`config.mk`:
```
export PLATFORM = sky130hd
export DESIGN_NAME = adc_fp_capture
export DESIGN_NICKNAME = d
export VERILOG_FILES = /design/src/rtl/adc_fp_capture.sv
export SDC_FILE = /design/constraint.sdc
export NUM_CORES = 2
export LEC_CHECK = 0
export BUFFER_PORTS_ARGS = -buffer_cell sky130_fd_sc_hd__buf_2
export CAP_MARGIN = 20
export CORE_ASPECT_RATIO = 0.5
export CORE_MARGIN = 2
export CORE_UTILIZATION = 35
export DETAILED_ROUTE_END_ITERATION = 7
export GPL_TIMING_DRIVEN = 0
export SYNTH_ARGS = -nofsm -noshare
export SYNTH_HDL_FRONTEND = slang
export SYNTH_SLANG_ARGS = --single-unit
```
`constraint.sdc`:
```
create_clock -name clk -period 17.2 [get_ports clk]
set_clock_uncertainty 0.05 [all_clocks]
set_input_delay 0.86 -clock clk [delete_from_list [all_inputs] [get_ports clk]]
set_output_delay 0.86 -clock clk [all_outputs]
set_load 0.005 [all_outputs]
```
`src/rtl/adc_fp_capture.sv`:
```
// Signed ADC code capture: optional box-car averaging, scaling to Q(INT).(FP-INT) volts,
// calibration gain/offset with saturation, and a one-entry valid/ready output register.
module adc_fp_capture #(
    parameter int unsigned         FP_WIDTH  = 64,
    parameter int unsigned         INT_WIDTH = 16,
    parameter int unsigned         ADC_WIDTH = 14,
    parameter int unsigned         AVG_LOG2  = 0,
    parameter logic [FP_WIDTH-1:0] LSB_SCALE = 64'h0000_0050_0000_0000
) (
    input  logic                 clk,
    input  logic                 rst,
    input  logic [ADC_WIDTH-1:0] adc_code,
    input  logic                 adc_valid,
    input  logic [FP_WIDTH-1:0]  ADC_CAL_GAIN,
    input  logic [FP_WIDTH-1:0]  ADC_CAL_OFFSET,
    output logic [FP_WIDTH-1:0]  fp_out,
    output logic                 fp_valid,
    input  logic                 fp_ready,
    output logic                 sat,
    output logic                 overrun,
    input  logic                 clr_overrun
);

    localparam int unsigned FRAC_W = FP_WIDTH - INT_WIDTH;
    localparam int unsigned ACC_W  = ADC_WIDTH + AVG_LOG2;
    localparam int unsigned CNT_W  = (AVG_LOG2 > 0) ? AVG_LOG2 : 1;
    localparam int unsigned PROD_W = 2 * FP_WIDTH;
    localparam int unsigned TOP_W  = FP_WIDTH + INT_WIDTH;
    localparam logic [CNT_W-1:0]    CNT_LAST = CNT_W'((1 << AVG_LOG2) - 1);
    localparam logic [FP_WIDTH-1:0] POS_MAX  = {1'b0, {(FP_WIDTH-1){1'b1}}};
    localparam logic [FP_WIDTH-1:0] NEG_MAX  = {1'b1, {(FP_WIDTH-1){1'b0}}};

    // S1: window accumulator
    logic signed [ACC_W-1:0]     acc;
    logic        [CNT_W-1:0]     cnt;
    logic signed [ACC_W-1:0]     code_ext;
    logic signed [ACC_W-1:0]     win_sum;
    logic signed [ADC_WIDTH-1:0] mean_next;
    logic signed [ADC_WIDTH-1:0] s1_mean;
    logic signed [FP_WIDTH-1:0]  s1_gain;
    logic        [FP_WIDTH-1:0]  s1_off;
    logic                        s1_valid;

    assign code_ext  = ACC_W'($signed(adc_code));
    assign win_sum   = acc + code_ext;
    assign mean_next = ADC_WIDTH'(win_sum >>> AVG_LOG2);

    always_ff @(posedge clk or posedge rst) begin
        if (rst) begin
            acc      <= '0;
            cnt      <= '0;
            s1_mean  <= '0;
            s1_gain  <= '0;
            s1_off   <= '0;
            s1_valid <= 1'b0;
        end else begin
            s1_valid <= 1'b0;
            if (adc_valid) begin
                if (cnt == CNT_LAST) begin
                    s1_mean  <= mean_next;
                    s1_gain  <= ADC_CAL_GAIN;
                    s1_off   <= ADC_CAL_OFFSET;
                    s1_valid <= 1'b1;
                    acc      <= '0;
                    cnt      <= '0;
                end else begin
                    acc <= win_sum;
                    cnt <= cnt + CNT_W'(1);
                end
            end
        end
    end

    // S2: code -> volts; the mean is an integer so the product stays in Q format
    logic signed [FP_WIDTH-1:0] mean_fp;
    logic signed [FP_WIDTH-1:0] v_next;
    logic signed [FP_WIDTH-1:0] s2_v;
    logic signed [FP_WIDTH-1:0] s2_gain;
    logic        [FP_WIDTH-1:0] s2_off;
    logic                       s2_valid;

    assign mean_fp = FP_WIDTH'(s1_mean);
    assign v_next  = mean_fp * $signed(LSB_SCALE);

    always_ff @(posedge clk or posedge rst) begin
        if (rst) begin
            s2_v     <= '0;
            s2_gain  <= '0;
            s2_off   <= '0;
            s2_valid <= 1'b0;
        end else begin
            s2_valid <= s1_valid;
            if (s1_valid) begin
                s2_v    <= v_next;
                s2_gain <= s1_gain;
                s2_off  <= s1_off;
            end
        end
    end

    // S3: gain multiply; top holds the product realigned to Q format plus the
    // discarded integer bits, which must all equal the kept sign bit
    logic signed [PROD_W-1:0]   prod;
    logic signed [TOP_W-1:0]    top;
    logic                       g_ovf;
    logic signed [FP_WIDTH-1:0] s3_g;
    logic        [FP_WIDTH-1:0] s3_off;
    logic                       s3_ovf;
    logic                       s3_neg;
    logic                       s3_valid;

    assign prod  = PROD_W'(s2_v) * PROD_W'(s2_gain);
    assign top   = TOP_W'(prod >>> FRAC_W);
    assign g_ovf = !((&top[TOP_W-1:FP_WIDTH-1]) || !(|top[TOP_W-1:FP_WIDTH-1]));

    always_ff @(posedge clk or posedge rst) begin
        if (rst) begin
            s3_g     <= '0;
            s3_off   <= '0;
            s3_ovf   <= 1'b0;
            s3_neg   <= 1'b0;
            s3_valid <= 1'b0;
        end else begin
            s3_valid <= s2_valid;
            if (s2_valid) begin
                s3_g   <= top[FP_WIDTH-1:0];
                s3_off <= s2_off;
                s3_ovf <= g_ovf;
                s3_neg <= top[TOP_W-1];
            end
        end
    end

    // S4: offset add with one guard bit, then saturate
    logic [FP_WIDTH:0]   r_sum;
    logic                sum_ovf;
    logic [FP_WIDTH-1:0] r_next;
    logic                sat_next;
    logic [FP_WIDTH-1:0] s4_out;
    logic                s4_sat;
    logic                s4_valid;

    assign r_sum   = {s3_g[FP_WIDTH-1], s3_g} + {s3_off[FP_WIDTH-1], s3_off};
    assign sum_ovf = r_sum[FP_WIDTH] ^ r_sum[FP_WIDTH-1];

    always_comb begin
        r_next   = r_sum[FP_WIDTH-1:0];
        sat_next = 1'b0;
        if (s3_ovf) begin
            r_next   = s3_neg ? NEG_MAX : POS_MAX;
            sat_next = 1'b1;
        end else if (sum_ovf) begin
            r_next   = r_sum[FP_WIDTH] ? NEG_MAX : POS_MAX;
            sat_next = 1'b1;
        end
    end

    always_ff @(posedge clk or posedge rst) begin
        if (rst) begin
            s4_out   <= '0;
            s4_sat   <= 1'b0;
            s4_valid <= 1'b0;
        end else begin
            s4_valid <= s3_valid;
            if (s3_valid) begin
                s4_out <= r_next;
                s4_sat <= sat_next;
            end
        end
    end

    // Output register: a new result always loads; it only counts as an overrun
    // when the held one is neither consumed nor already empty
    always_ff @(posedge clk or posedge rst) begin
        if (rst) begin
            fp_out   <= '0;
            sat      <= 1'b0;
            fp_valid <= 1'b0;
            overrun  <= 1'b0;
        end else begin
            if (s4_valid) begin
                fp_out   <= s4_out;
                sat      <= s4_sat;
                fp_valid <= 1'b1;
            end else if (fp_valid && fp_ready) begin
                fp_valid <= 1'b0;
            end
            if (s4_valid && fp_valid && !fp_ready) begin
                overrun <= 1'b1;
            end else if (clr_overrun) begin
                overrun <= 1'b0;
            end
        end
    end

endmodule
```
-- After elaboration in Yosys (flattened, before gate mapping)
Index checks and enable logic that the tools add are counted.
- shifts and indexed selects: 0
- $add $sub $neg: 3
- bitwise logic cells: 2
- magnitude comparators: 0
- multiplexer cells: 14
- $mul: 2
- reductions and logical operators: 12
- div/mod/pow operators: 0
- eq/ne operators: 0
- operators by type and width (kind ; count):
    64-bit 2-to-1 mux ; 4
    18-bit by 64-bit multiplier with 82-bit output ; 1
    64-bit by 64-bit adder with 65-bit output ; 1
    14-bit by 4-bit multiplier with 18-bit output (second input constant) ; 1
    17-bit AND reduction ; 1
    17-bit OR reduction ; 1
    14-bit adder ; 1
    14-bit 2-to-1 mux ; 1
    1-bit 2-to-1 mux ; 9
    2-bit nonzero test ; 2
    1-bit logical AND ; 3
    1-bit logical NOT ; 3
    2-bit AND reduction ; 1
    1-bit adder (second input constant) ; 1
    1-bit logical OR ; 1
    1-bit inverter ; 1
    1-bit XOR ; 1
- RAM bits: 0
- memory bits (read-only): 0
- bits of input ports: 147
- memories: 0
- logic and storage cells: 55
- latch bits: 0
- bits in registers: 569

-- Depth between registers and ports, before layout
- depth in word-level cells: 5
- gate-level depth with buffers: 29
- depth with buffers taken out: 26

-- Worst setup path after synthesis
Ideal clock, no wire load.
- kind: flip-flop to flip-flop
- from: reg s2_v[36]
- to: reg s3_ovf
- data required time: 17.023 ns
- setup slack: 10.245 ns
- arrival time: 6.778 ns
- path buffers: 3
- stages on the path, launching flop included: 27
- cell sequence: dfrtp_1 -> clkbuf_1 -> clkbuf_1 -> and2_1 -> fa_1 -> fa_1 -> ha_1 -> inv_1 -> fa_1 -> inv_1 -> fa_1 -> inv_1 -> fa_1 -> inv_1 -> ha_1 -> clkbuf_1 -> nand4_1 -> or2_1 -> nor2_1 -> a2111oi_0 -> o21a_1 -> o21a_1 -> o221ai_1 -> a211o_1 -> xnor2_1 -> nor4_1 -> nor3_1
- word-level cells in the longest chain between the ends: 5
- ends and longest elaborated chain (item ; RTL line ; text):
    start, declared ; 77 ; logic signed [FP_WIDTH-1:0] s2_v;
    start signal, assigned ; 94 ; s2_v <= v_next;
    18-bit by 64-bit multiplier with 82-bit output (*) ; 112 ; assign prod = PROD_W'(s2_v) * PROD_W'(s2_gain);
    17-bit OR reduction ; 114 ; assign g_ovf = !((&top[TOP_W-1:FP_WIDTH-1]) || !(|top[TOP_W-1:FP_WIDTH-1]));
    1-bit logical NOT ; 114 ;
    1-bit logical OR (*) ; 114 ;
    1-bit logical NOT (*) ; 114 ;
    end signal, assigned ; 128 ; s3_ovf <= g_ovf;
    end, declared ; 108 ; logic s3_ovf;
Every way passes the cells marked *; elsewhere a longest branch is shown, timed or not.
A chain may end at the register's enable or synchronous reset.

-- Worst setup path after layout
- from: reg s2_v[45]
- to: reg s3_ovf
Same word-level chain as after synthesis.

==> flow_metrics.tcl <==
set metrics [dict create \
    status "complete, no violations" \
    regArea_um2 13900 \
    floorplan.io_pins 214 \
    synthCells 6216 \
    htreeDepth 2 \
    worstSetupPathType "flop to flop" \
    utilization_pct 39.0 \
    crit_buf_inv 6 \
    setup_viol 0 \
    start_kind "flop" \
    maxCapViolCount 0 \
    rsz0062_at_grt "false" \
    route.detailed.drc 0 \
    finalNetCount 7996 \
    yosys.cell_types.count 84 \
    cts_resized 0 \
    track_usage_pct 20.7 \
    post_cts_buffers 0 \
    grt.overflow.total 0 \
    clk_latency_ps 740 \
    max_stage_delay_ps 930 \
    die_w_um 600 \
    firstDrtPassIters 5 \
    cts_sinks 554 \
    gp_congestion 0.963 \
    synth_seq_cells 554 \
    clk_pin_slew_ps 70 \
    rr_worst_depth 26 \
    hold_viol_final 0 \
    antenna_found_initial 13 \
    synth-edff-count 0 \
    yosysSeqAreaShare_pct 22.3 \
    cp_top_family "adder cells" \
    die_area_um2 181000 \
    syn_area_per_cell_um2 10.0 \
    num_rows 109 \
    dr.first_iter.drc_count 3476 \
    finalCritPeriodShare_pct 59.1 \
    cts_tree "done" \
    r2r_end "s3_ovf" \
    portBuffers 213 \
    cp_max_fo 10 \
    cp.required_ps 17770 \
    drive_above_1_share_pct 13.5 \
    yosysTopAreaCell "fa_1" \
    cp-end-kind "flop" \
    grt_max_degree 129 \
    synth-main-ff-cell "dfrtp_1" \
    fp.dieH_um 302 \
    multi_input_area_um2 42200 \
    clock_path_buffers 3 \
    root_buffer "clkbuf_16" \
    vias_per_cell 4.96 \
    async_flop_share_pct 100 \
    ant_nets 0 \
    fmax_mhz 98.4 \
    syn_nets 7698 \
    worstReg2RegStart "s2_v[45]" \
    hpwl_um 151000 \
    synth.area.mux_share_pct 8.55 \
    grt_pass1_wl_um 284000 \
    hold_class "input pin to async pin" \
    yosys.area_share.adder_pct 39.7 \
    num_vias 44500 \
    final_cell_mix "1256 x inv_1, 1066 x fa_1, 882 x nand2_1" \
    synth_top_area_share_pct 34.3 \
    synth-xor-area-share_pct 2.14 \
    synthesis.area_um2 62200 \
    layout_commonest_cell "inv_1" \
    cp.arrival_ps 10730 \
    synth_top_family_by_area "adder cells" \
    synth_compound_area_share_pct 6.43 \
    worstMarginPinSlew_ps 1250 \
    routed_wl_um 185000 \
    max-slew-margin-rel_pct 17.0 \
    setup.reg_to_reg.worst_slack_ps 7040 \
    tns_ps 0 \
    first_global_vias 46700 \
    synthSimpleGateAreaFrac_pct 10.9 \
    synth-warning-count 0 \
    wl_per_cell_um 20.6 \
    cp_common_cell "fa_1" \
    slew_viol_final 0 \
    core-area_um2 177000 \
    cts_hold_buffers 0 \
    synth_area_leaders "fa_1 34%, dfrtp_1 22%, mux2_2 8.5%" \
    syn_to_final_growth_pct 10.6 \
    fillers 17600 \
    initial_core_util_pct 35.2 \
    cts_buffers 58 \
    slowest_stage "clkbuf_1" \
    finalCriticalPeriod_ps 10160 \
]
state kept, by name, summed over array words and instances (netlist names):
| signal | cells |
|---|---|
| s3_ovf | 1 |
| s1_off | 64 |
| overrun | 1 |
| s2_valid | 1 |
| s3_valid | 1 |
| s4_sat | 1 |
| s1_valid | 1 |
| s1_mean | 14 |
| s1_gain | 64 |
| sat | 1 |
| s2_off | 64 |
| s2_gain | 64 |
| s4_out | 64 |
| fp_out | 64 |
| s3_neg | 1 |
| s4_valid | 1 |
| s3_g | 64 |
| fp_valid | 1 |
| s2_v | 18 |
| s3_off | 64 |
area by class of cell:
| cell class | count | area share (%) |
|---|---|---|
| Antenna cell | 14 | 0.0509 |
| Buffer | 373 | 2.19 |
| Clock buffer | 80 | 2.51 |
| Clock inverter | 29 | 0.500 |
| Inverter | 1259 | 6.87 |
| Multi-Input combinational cell | 4030 | 61.2 |
| Sequential cell | 554 | 20.1 |
| Tap cell | 2386 | 4.34 |
| Timing Repair Buffer | 238 | 2.20 |
worst max-delay path by stage:
stage,start,to,slack [ps],cells after the start
global placement,rst,s3_off[51],-5990,2
floorplan,rst,fp_out[0],800,1
finish,s2_v[45],s3_ovf,7040,26
global route,s2_v[45],s3_ovf,6840,26
detailed placement,s2_v[45],s3_ovf,7340,26
CTS,s2_v[45],s3_ovf,7300,26
stage by stage:
stage	instance area, um2	hold slack, ps	cells	setup WS, ps
floorplan	62200	302	6216	799
global placement	66300	307	8815	-5990
detailed placement	66700	323	8835	7340
CTS	68800	14.0	8944	7300
global route	68800	31.3	8950	6840
finish	68900	53.0	8963	7040
cell families after synthesis:
logic type                 count (synthesis)
muxes                                    473
AOI/OAI and AO/OA                        577
and+or+nand+nor                         1493
xor gates and xnor gates                 152
DFF                                      554
adders and majority gates               1335
buffers and inverters                   1632
Yosys cell counts (48+ instances only):
cell type and count:
inv_1 1257, fa_1 1066, nand2_1 882, dfrtp_1 554, mux2_2 471, clkbuf_1 327, and2_1 318, ha_1 269
a21oi_1 177, nor2_1 141, xnor2_1 104, o21ai_0 72, a21o_1 70, a221o_1 62, xor2_1 48
layer usage:
layer | GRT usage, % | vias up | wire length [um]
met5 | 0 | - | 41
met3 | 3.73 | 281 | 14200
met2 | 33.1 | 1453 | 83900
met1 | 28.0 | 23100 | 78800
li1 | - | 19600 | -
met4 | 8.27 | 6 | 7600
Power is left out: the tool's default activity adds up to more than one toggle a clock period on the data nets, which glitch-free logic cannot reach.
